## config.mk

```make
export PLATFORM = sky130hd
export DESIGN_NAME = fetch_redirect_pc
export DESIGN_NICKNAME = d
export VERILOG_FILES = /design/src/rtl/philv_pkg.sv /design/src/rtl/pc_next_sel.sv /design/src/rtl/fetch_redirect_pc.sv
export SDC_FILE = /design/constraint.sdc
export NUM_CORES = 1
export LEC_CHECK = 0
export CAP_MARGIN = 20
export CORE_MARGIN = 8
export CORE_UTILIZATION = 47
export DETAILED_ROUTE_END_ITERATION = 8
export PLACE_DENSITY_LB_ADDON = 0.12
export SLEW_MARGIN = 20
export SYNTH_ARGS = -nofsm -noshare
export SYNTH_HDL_FRONTEND = slang
export SYNTH_HIERARCHICAL = 1
export SYNTH_SLANG_ARGS = --single-unit
```

## constraint.sdc

```tcl
create_clock -name clk -period 3.9 [get_ports clk]
set_input_delay 0.78 -clock clk [delete_from_list [all_inputs] [get_ports clk]]
set_output_delay 0.78 -clock clk [all_outputs]
set_load 0.02 [all_outputs]
```

## src/rtl/philv_pkg.sv

```systemverilog
// Shared definitions for the philv fetch stage: FSM states, PC step and reset vector.
package philv_pkg;

    typedef enum logic [1:0] {
        StReset,
        StReq,
        StHold,
        StDrain
    } fetch_state_e;

    localparam int unsigned PC_STEP              = 4;
    localparam logic [31:0] RESET_VECTOR_DEFAULT = 32'h0000_0000;

endpackage

```

## src/rtl/pc_next_sel.sv

```systemverilog
// Redirect target select: jump beats branch, target forced word aligned, raw misalignment flagged.
module pc_next_sel #(
    parameter int unsigned N = 32
) (
    input  logic         i_branch,
    input  logic [N-1:0] i_branch_target,
    input  logic         i_jump,
    input  logic [N-1:0] i_jump_target,
    output logic         o_redir,
    output logic [N-1:0] o_target,
    output logic         o_misaligned
);

    logic [N-1:0] w_raw;

    always_comb begin
        w_raw        = i_jump ? i_jump_target : i_branch_target;
        o_redir      = i_jump | i_branch;
        o_target     = {w_raw[N-1:2], 2'b00};
        o_misaligned = o_redir & (|w_raw[1:0]);
    end

endmodule

```

## src/rtl/fetch_redirect_pc.sv

```systemverilog
// PC and instruction-fetch stage: one outstanding imem request, IF/ID valid/stall handshake,
// redirect with flush and stale-response drain.
module fetch_redirect_pc
    import philv_pkg::*;
#(
    parameter int unsigned  N            = 32,
    parameter logic [N-1:0] RESET_VECTOR = N'(RESET_VECTOR_DEFAULT)
) (
    input  logic         clk,
    input  logic         rst,
    input  logic         branch,
    input  logic [N-1:0] branchTarget,
    input  logic         jump,
    input  logic [N-1:0] jumpTarget,
    input  logic         stall,
    output logic         imemReq,
    output logic [N-1:0] imemAddr,
    input  logic         imemValid,
    input  logic [31:0]  imemData,
    output logic [N-1:0] pcOut,
    output logic [31:0]  instrOut,
    output logic         instrValid,
    output logic         flush,
    output logic         misaligned
);

    fetch_state_e r_state;
    logic [N-1:0] r_fetch_pc;
    logic         r_req;
    logic [N-1:0] r_pc_out;
    logic [31:0]  r_instr;
    logic         r_valid;
    logic         r_flush;
    logic         r_mis;

    logic         w_redir;
    logic [N-1:0] w_target;
    logic         w_mis;
    logic [N-1:0] w_pc_inc;

    pc_next_sel #(
        .N (N)
    ) u_pc_next_sel (
        .i_branch        (branch),
        .i_branch_target (branchTarget),
        .i_jump          (jump),
        .i_jump_target   (jumpTarget),
        .o_redir         (w_redir),
        .o_target        (w_target),
        .o_misaligned    (w_mis)
    );

    // Modulo 2^N wrap is intended.
    assign w_pc_inc = r_fetch_pc + N'(PC_STEP);

    always_ff @(posedge clk) begin
        if (rst) begin
            r_state    <= StReset;
            r_fetch_pc <= RESET_VECTOR;
            r_req      <= 1'b0;
            r_pc_out   <= '0;
            r_instr    <= '0;
            r_valid    <= 1'b0;
            r_flush    <= 1'b0;
            r_mis      <= 1'b0;
        end else begin
            r_flush <= 1'b0;
            r_mis   <= 1'b0;
            unique case (r_state)
                StReset: begin
                    r_state <= StReq;
                    r_req   <= 1'b1;
                end
                StReq: begin
                    if (w_redir) begin
                        r_fetch_pc <= w_target;
                        r_flush    <= 1'b1;
                        r_mis      <= w_mis;
                        r_valid    <= 1'b0;
                        // Without a response this cycle it is still owed and must be dropped.
                        if (imemValid) begin
                            r_state <= StReq;
                            r_req   <= 1'b1;
                        end else begin
                            r_state <= StDrain;
                            r_req   <= 1'b0;
                        end
                    end else if (imemValid) begin
                        r_instr  <= imemData;
                        r_pc_out <= r_fetch_pc;
                        r_valid  <= 1'b1;
                        if (!stall) begin
                            r_fetch_pc <= w_pc_inc;
                        end else begin
                            r_state <= StHold;
                            r_req   <= 1'b0;
                        end
                    end else begin
                        r_valid <= 1'b0;
                    end
                end
                StHold: begin
                    if (w_redir) begin
                        r_fetch_pc <= w_target;
                        r_flush    <= 1'b1;
                        r_mis      <= w_mis;
                        r_valid    <= 1'b0;
                        r_state    <= StReq;
                        r_req      <= 1'b1;
                    end else if (!stall) begin
                        r_fetch_pc <= w_pc_inc;
                        r_valid    <= 1'b0;
                        r_state    <= StReq;
                        r_req      <= 1'b1;
                    end
                end
                StDrain: begin
                    if (w_redir) begin
                        r_fetch_pc <= w_target;
                        r_flush    <= 1'b1;
                        r_mis      <= w_mis;
                        r_valid    <= 1'b0;
                    end
                    if (imemValid) begin
                        r_state <= StReq;
                        r_req   <= 1'b1;
                    end
                end
                default: begin
                    r_state <= StReset;
                    r_req   <= 1'b0;
                end
            endcase
        end
    end

    assign imemReq    = r_req;
    assign imemAddr   = r_fetch_pc;
    assign pcOut      = r_pc_out;
    assign instrOut   = r_instr;
    assign instrValid = r_valid;
    assign flush      = r_flush;
    assign misaligned = r_mis;

endmodule

```

; Word level (Yosys, flattened, before mapping)
; Index checks and enable logic that the tools add are counted.
[op_classes]
reduce_logical = 10
n_addsub = 1
n_eq_ne = 8
bitwise_logic = 4
n_mux = 29
[ops]
columns = op, count
row1 = 32-bit 2-to-1 mux, 6
row2 = 32-bit case mux with 3 select lines, 1
row3 = "32-bit by 3-bit adder with 32-bit output, second input constant", 1
row4 = 2-bit 2-to-1 mux, 7
row5 = 1-bit 2-to-1 mux, 12
row6 = "3-bit by 2-bit inequality test with 1-bit output, second input constant", 3
row7 = 3-bit AND reduction, 3
row8 = 2-bit case mux with 4 select lines, 1
row9 = 3-bit OR reduction, 2
row10 = "2-bit equality test, second input constant", 2
row11 = 1-bit case mux with 4 select lines, 1
row12 = 4-bit AND reduction, 1
row13 = 2-bit OR reduction, 2
row14 = 1-bit case mux with 3 select lines, 1
row15 = 3-bit nonzero test, 1
row16 = "2-bit by 1-bit equality test with 1-bit output, second input constant", 1
row17 = 2-bit zero test, 1
row18 = "2-bit by 1-bit inequality test with 1-bit output, second input constant", 1
row19 = "2-bit inequality test, second input constant", 1
row20 = 1-bit NOT, 2
row21 = 1-bit bitwise AND, 1
row22 = 1-bit OR, 1
[word_totals]
elab_cells = 60
ff_bits = 102

; Longest topological paths before layout
[logic_depth]
word_depth = 5
depth_mapped = 11
depth_no_buf = 6

; Cells and area by module
; The synthesis kept the hierarchy.
[modules_own_cells]
columns = module, cells_per_inst, area_each_um2, n_inst, seq_area_each_um2
row1 = fetch_redirect_pc, 598, 4516.8, 1, 2042.0
row2 = pc_next_sel, 41, 545.5, 1, 0.0

; Worst setup path before layout
; Ideal clock, no wire load.
[synth_path]
kind = input port to flip-flop
start = input jump
end = register r_fetch_pc[6] (netlist: imemAddr[6])
arrival_time_ps = 2583
required_time_ps = 3772
setup_slack_ps = 1190
path_stages = 11
setup_time_ps = 128
cell_sequence = buf_6 buf_8 or2_2 buf_2 nor2b_1 a211oi_1 clkbuf_1 clkbuf_1 o21ai_0 a21oi_1 nor2_1
[synth_via]
elab_chain_len = 3
[synth_lines]
columns = item, line_no
row1 = start: declaration, fetch_redirect_pc.sv:13  ; input logic jump,
row2 = 1-bit OR *, pc_next_sel.sv:18  ; o_redir = i_jump | i_branch;
row3 = via w_redir, fetch_redirect_pc.sv:36  ; logic w_redir;
row4 = 3-bit by 2-bit inequality test with 1-bit output (no source line) (tied with other cells), --
row5 = 3-bit AND reduction (no source line) or 32-bit case mux with 3 select lines (tied branches), --
row6 = end signal: assignment, fetch_redirect_pc.sv:76  ; r_fetch_pc <= w_target;
row7 = end signal: assignment, fetch_redirect_pc.sv:93  ; r_fetch_pc <= w_pc_inc;
row8 = end signal: assignment, fetch_redirect_pc.sv:104  ; r_fetch_pc <= w_target;
row9 = end: declaration, fetch_redirect_pc.sv:28  ; logic [N-1:0] r_fetch_pc;
; Mark *: on every way through the listed nets, which the timed path passes. The rest lies on a longest branch. The select of a mux whose other input is x is not followed.
; A chain may end at the register's enable or synchronous reset.

; Final worst setup path
[layout_path]
start = input branch
end = register r_fetch_pc[22] (netlist: imemAddr[22])
[layout_via]
elab_chain_len = 3
[layout_lines]
columns = item, line_no
row1 = start: declaration, fetch_redirect_pc.sv:11  ; input logic branch,
row2 = 1-bit OR *, pc_next_sel.sv:18
row3 = via w_redir, fetch_redirect_pc.sv:36
row4 = 3-bit by 2-bit inequality test with 1-bit output (no source line) (tied with other cells), --
row5 = 3-bit AND reduction (no source line) or 32-bit case mux with 3 select lines (tied branches), --
; Mark *: on every way through the listed nets, which the timed path passes. The rest lies on a longest branch.

==> flow_summary.yaml <==
run_status:
  status: "complete, no violations"
finish:
  syn2layout_area_growth_pct: 44.04
  drive_gt1_share_pct: 8.241
  n_antenna_cell: 0
  mostFrequentLayoutCell: "clkdlybuf4s50_1"
  nets: 912
  final_cell_mix: "199 x clkdlybuf4s50_1, 166 x nand2_1, 102 x dfxtp_1"
  n_fill_cell: 905
sta:
  fin_tns_setup_ps: 0
  relSlewSlack_pct: 28.58
  skew_ps: 11.81
  tightest_slew_ps: 1071
  slew_viol_final: 0
  period_share_pct: 76.20
  rsz0062_at_grt: "false"
  fmax_mhz: 336.5
  setup_viol: 0
  hold_ws_ps: 457.2
  hold_viol_final: 0
  fin_crit_ps: 2972
global_routing:
  grt_max_degree: 108
  grt_pass1_vias: 5073
  gr-total-overflow: 0
  grt_pass1_wl_mm: 25.87
  track_usage_pct: 21.72
  antenna_found_initial: 0
placed_design:
  place_congestion: 0.8693
  dp_hpwl_mm: 11.67
  numPortBuffers: 201
die:
  die-area_sq_um: 14350
  ios: 202
  rows: 38
  floorplan.initialDensity_pct: 47.32
  die_y_um: 119.8
  die_w_um: 119.8
  coreArea_sq_um: 10700
clock_network:
  post_cts_buffers: 0
  cts-root-buf: "clkbuf_8"
  clockBufferDepth: 2
  cts_tree: "done"
  cts.clk_slew.worst_paths_ps: 100
  postCtsHoldBufs: 0
  clock_latency_ps: 370
  cts_resized: 0
  htreeDepth: 3
  cts_buffers: 9
  cts_sinks: 102
detailed_routing:
  ant_nets: 0
  routed-wl-met3_mm: 1.376
  vias_per_cell: 5.558
  drc: 0
  vias: 5297
  wl_met1_mm: 6.790
  drt_iter0_markers: 535
  highest_layer: "met4"
  routed_wirelength_mm: 16.08
  wl_per_cell_um: 16.87
  drt-pass1-iter-count: 5
  wl_met2_mm: 7.690
worst_setup_path:
  crit_type: "in -> reg"
  critPathLaunchType: "input port"
  end_kind: "flop"
  worstPathArrival_ps: 3220
  crit_required_ps: 4140
  critPathMaxFanout: 19
synthesis:
  synthCells: 639
  yosysUniqueCellTypes: 58
  syn_area_sq_um: 5062
  avgSynthCellArea_sq_um: 7.922
  async_reset_ff_share_pct: 0
  ys_seq_area_share_pct: 40.34
  synth_edf_count: 0
  yosysWarnings: 6
  synth_flop_cell: "dfxtp_1"
  ys_seq_elements: 102
power_and_ir_drop:
  seqPwrFrac_pct: 49.2
  cellPowerDensity_nw_per_um2: 319.8
  peakVddDrop_mv: 0.1477
  comb_power_share_pct: 20.6
  finalPower_w: 0.002332
  p_sw_share_pct: 27.20
  power_switching_w: 0.0006342
  p_leak_nw: 2.584
  clkPwrFrac_pct: 30.2
  internal_power_w: 0.001698
min_path:
  hold_path.class: "reg -> reg"
flow_run:
  cap_violations: 0
==> worst max-delay path, cell delays in order <==
cell and delay (ps):
clkdlybuf4s50_1 510, or2_2 230, nor2b_1 140, a211oi_4 760, buf_4 320, nor2_1 70
a2111oi_0 400
==> cell usage after synthesis (5+ instances only) <==
| cell | number | area, sq um |
|---|---|---|
| a211oi_1 | 7 | 52.55 |
| a21oi_1 | 93 | 465.5 |
| a22oi_1 | 6 | 45.04 |
| and2_1 | 7 | 43.79 |
| clkbuf_1 | 41 | 153.9 |
| dfxtp_1 | 102 | 2042 |
| mux2_2 | 5 | 56.30 |
| mux2_4 | 27 | 405.4 |
| nand2_1 | 167 | 626.9 |
| nand2b_1 | 5 | 31.28 |
| nand3_1 | 20 | 100.1 |
| nand4_1 | 7 | 43.79 |
| nor2_1 | 37 | 138.9 |
| nor3_1 | 9 | 45.04 |
| nor4_1 | 6 | 37.54 |
| o21ai_0 | 21 | 105.1 |
==> registers in the layout, summed over array words and instances (netlist names) <==
signal	flops
imemAddr	32
instrOut	32
pcOut	32
r_state	2
flush	1
imemReq	1
instrValid	1
misaligned	1
==> final timing paths <==
path | depth (start not counted) | to | slack (ps) | from
max | 7 | imemAddr[22]$_SDFFE_PP0P_ | 930 | branch
min | 2 | instrOut[11]$_SDFFE_PP0P_ | 460 | instrOut[11]$_SDFFE_PP0P_
max reg2reg | 6 | imemAddr[20]$_SDFFE_PP0P_ | 1420 | imemAddr[2]$_SDFFE_PP0P_
min reg2reg | 2 | instrOut[11]$_SDFFE_PP0P_ | 460 | instrOut[11]$_SDFFE_PP0P_
==> cell type report <==
| type | instances | area [sq um] | area share, % |
|---|---|---|---|
| Tap cell | 140 | 175.2 | 2.402 |
| Clock inverter | 4 | 72.57 | 0.9952 |
| Timing Repair Buffer | 210 | 2085 | 28.59 |
| Sequential cell | 102 | 2042 | 28.00 |
| Multi-Input combinational cell | 483 | 2775 | 38.06 |
| Inverter | 3 | 11.26 | 0.1544 |
| Clock buffer | 11 | 131.4 | 1.802 |
==> power groups by stage <==
stage | registers, W | logic (W) | clock network (W)
6_report | 0.00115 | 0.000480 | 0.000705
5_1_grt | 0.00116 | 0.000514 | 0.000764
3_3_place_gp | 0.00117 | 0.000469 | 0
4_1_cts | 0.00115 | 0.000481 | 0.000718
3_5_place_dp | 0.00117 | 0.000479 | 0
2_1_floorplan | 0.00120 | 0.000214 | 0
==> logic make-up after synthesis <==
| family | share of synthesized area [%] |
|---|---|
| buffers and inverters | 5.314 |
| other | 0.07408 |
| AND/OR/NAND/NOR | 25.26 |
| flip-flops | 40.34 |
| adder cells (fa/ha/maj) | 0.2471 |
| multiplexers | 9.120 |
| AO/OA/AOI/OAI | 19.65 |
==> metrics by stage <==
stage	cells	setup WS (ps)	utilization, %	cell area, sq um
floorplan	640	1190	-	5066
global placement	938	765.1	66.26	7088
detailed placement	938	625.3	66.26	7088
CTS	953	995.4	68.16	7292
global route	953	855.2	68.16	7292
finish	953	928.4	68.16	7292
==> metal layers <==
metal,vias to the layer above,GRT usage [%]
met5,-,0
met4,0,6.792
met3,17,5.214
met2,250,36.54
met1,2475,26.86
li1,2555,-
(Power assumes the default switching activity.)
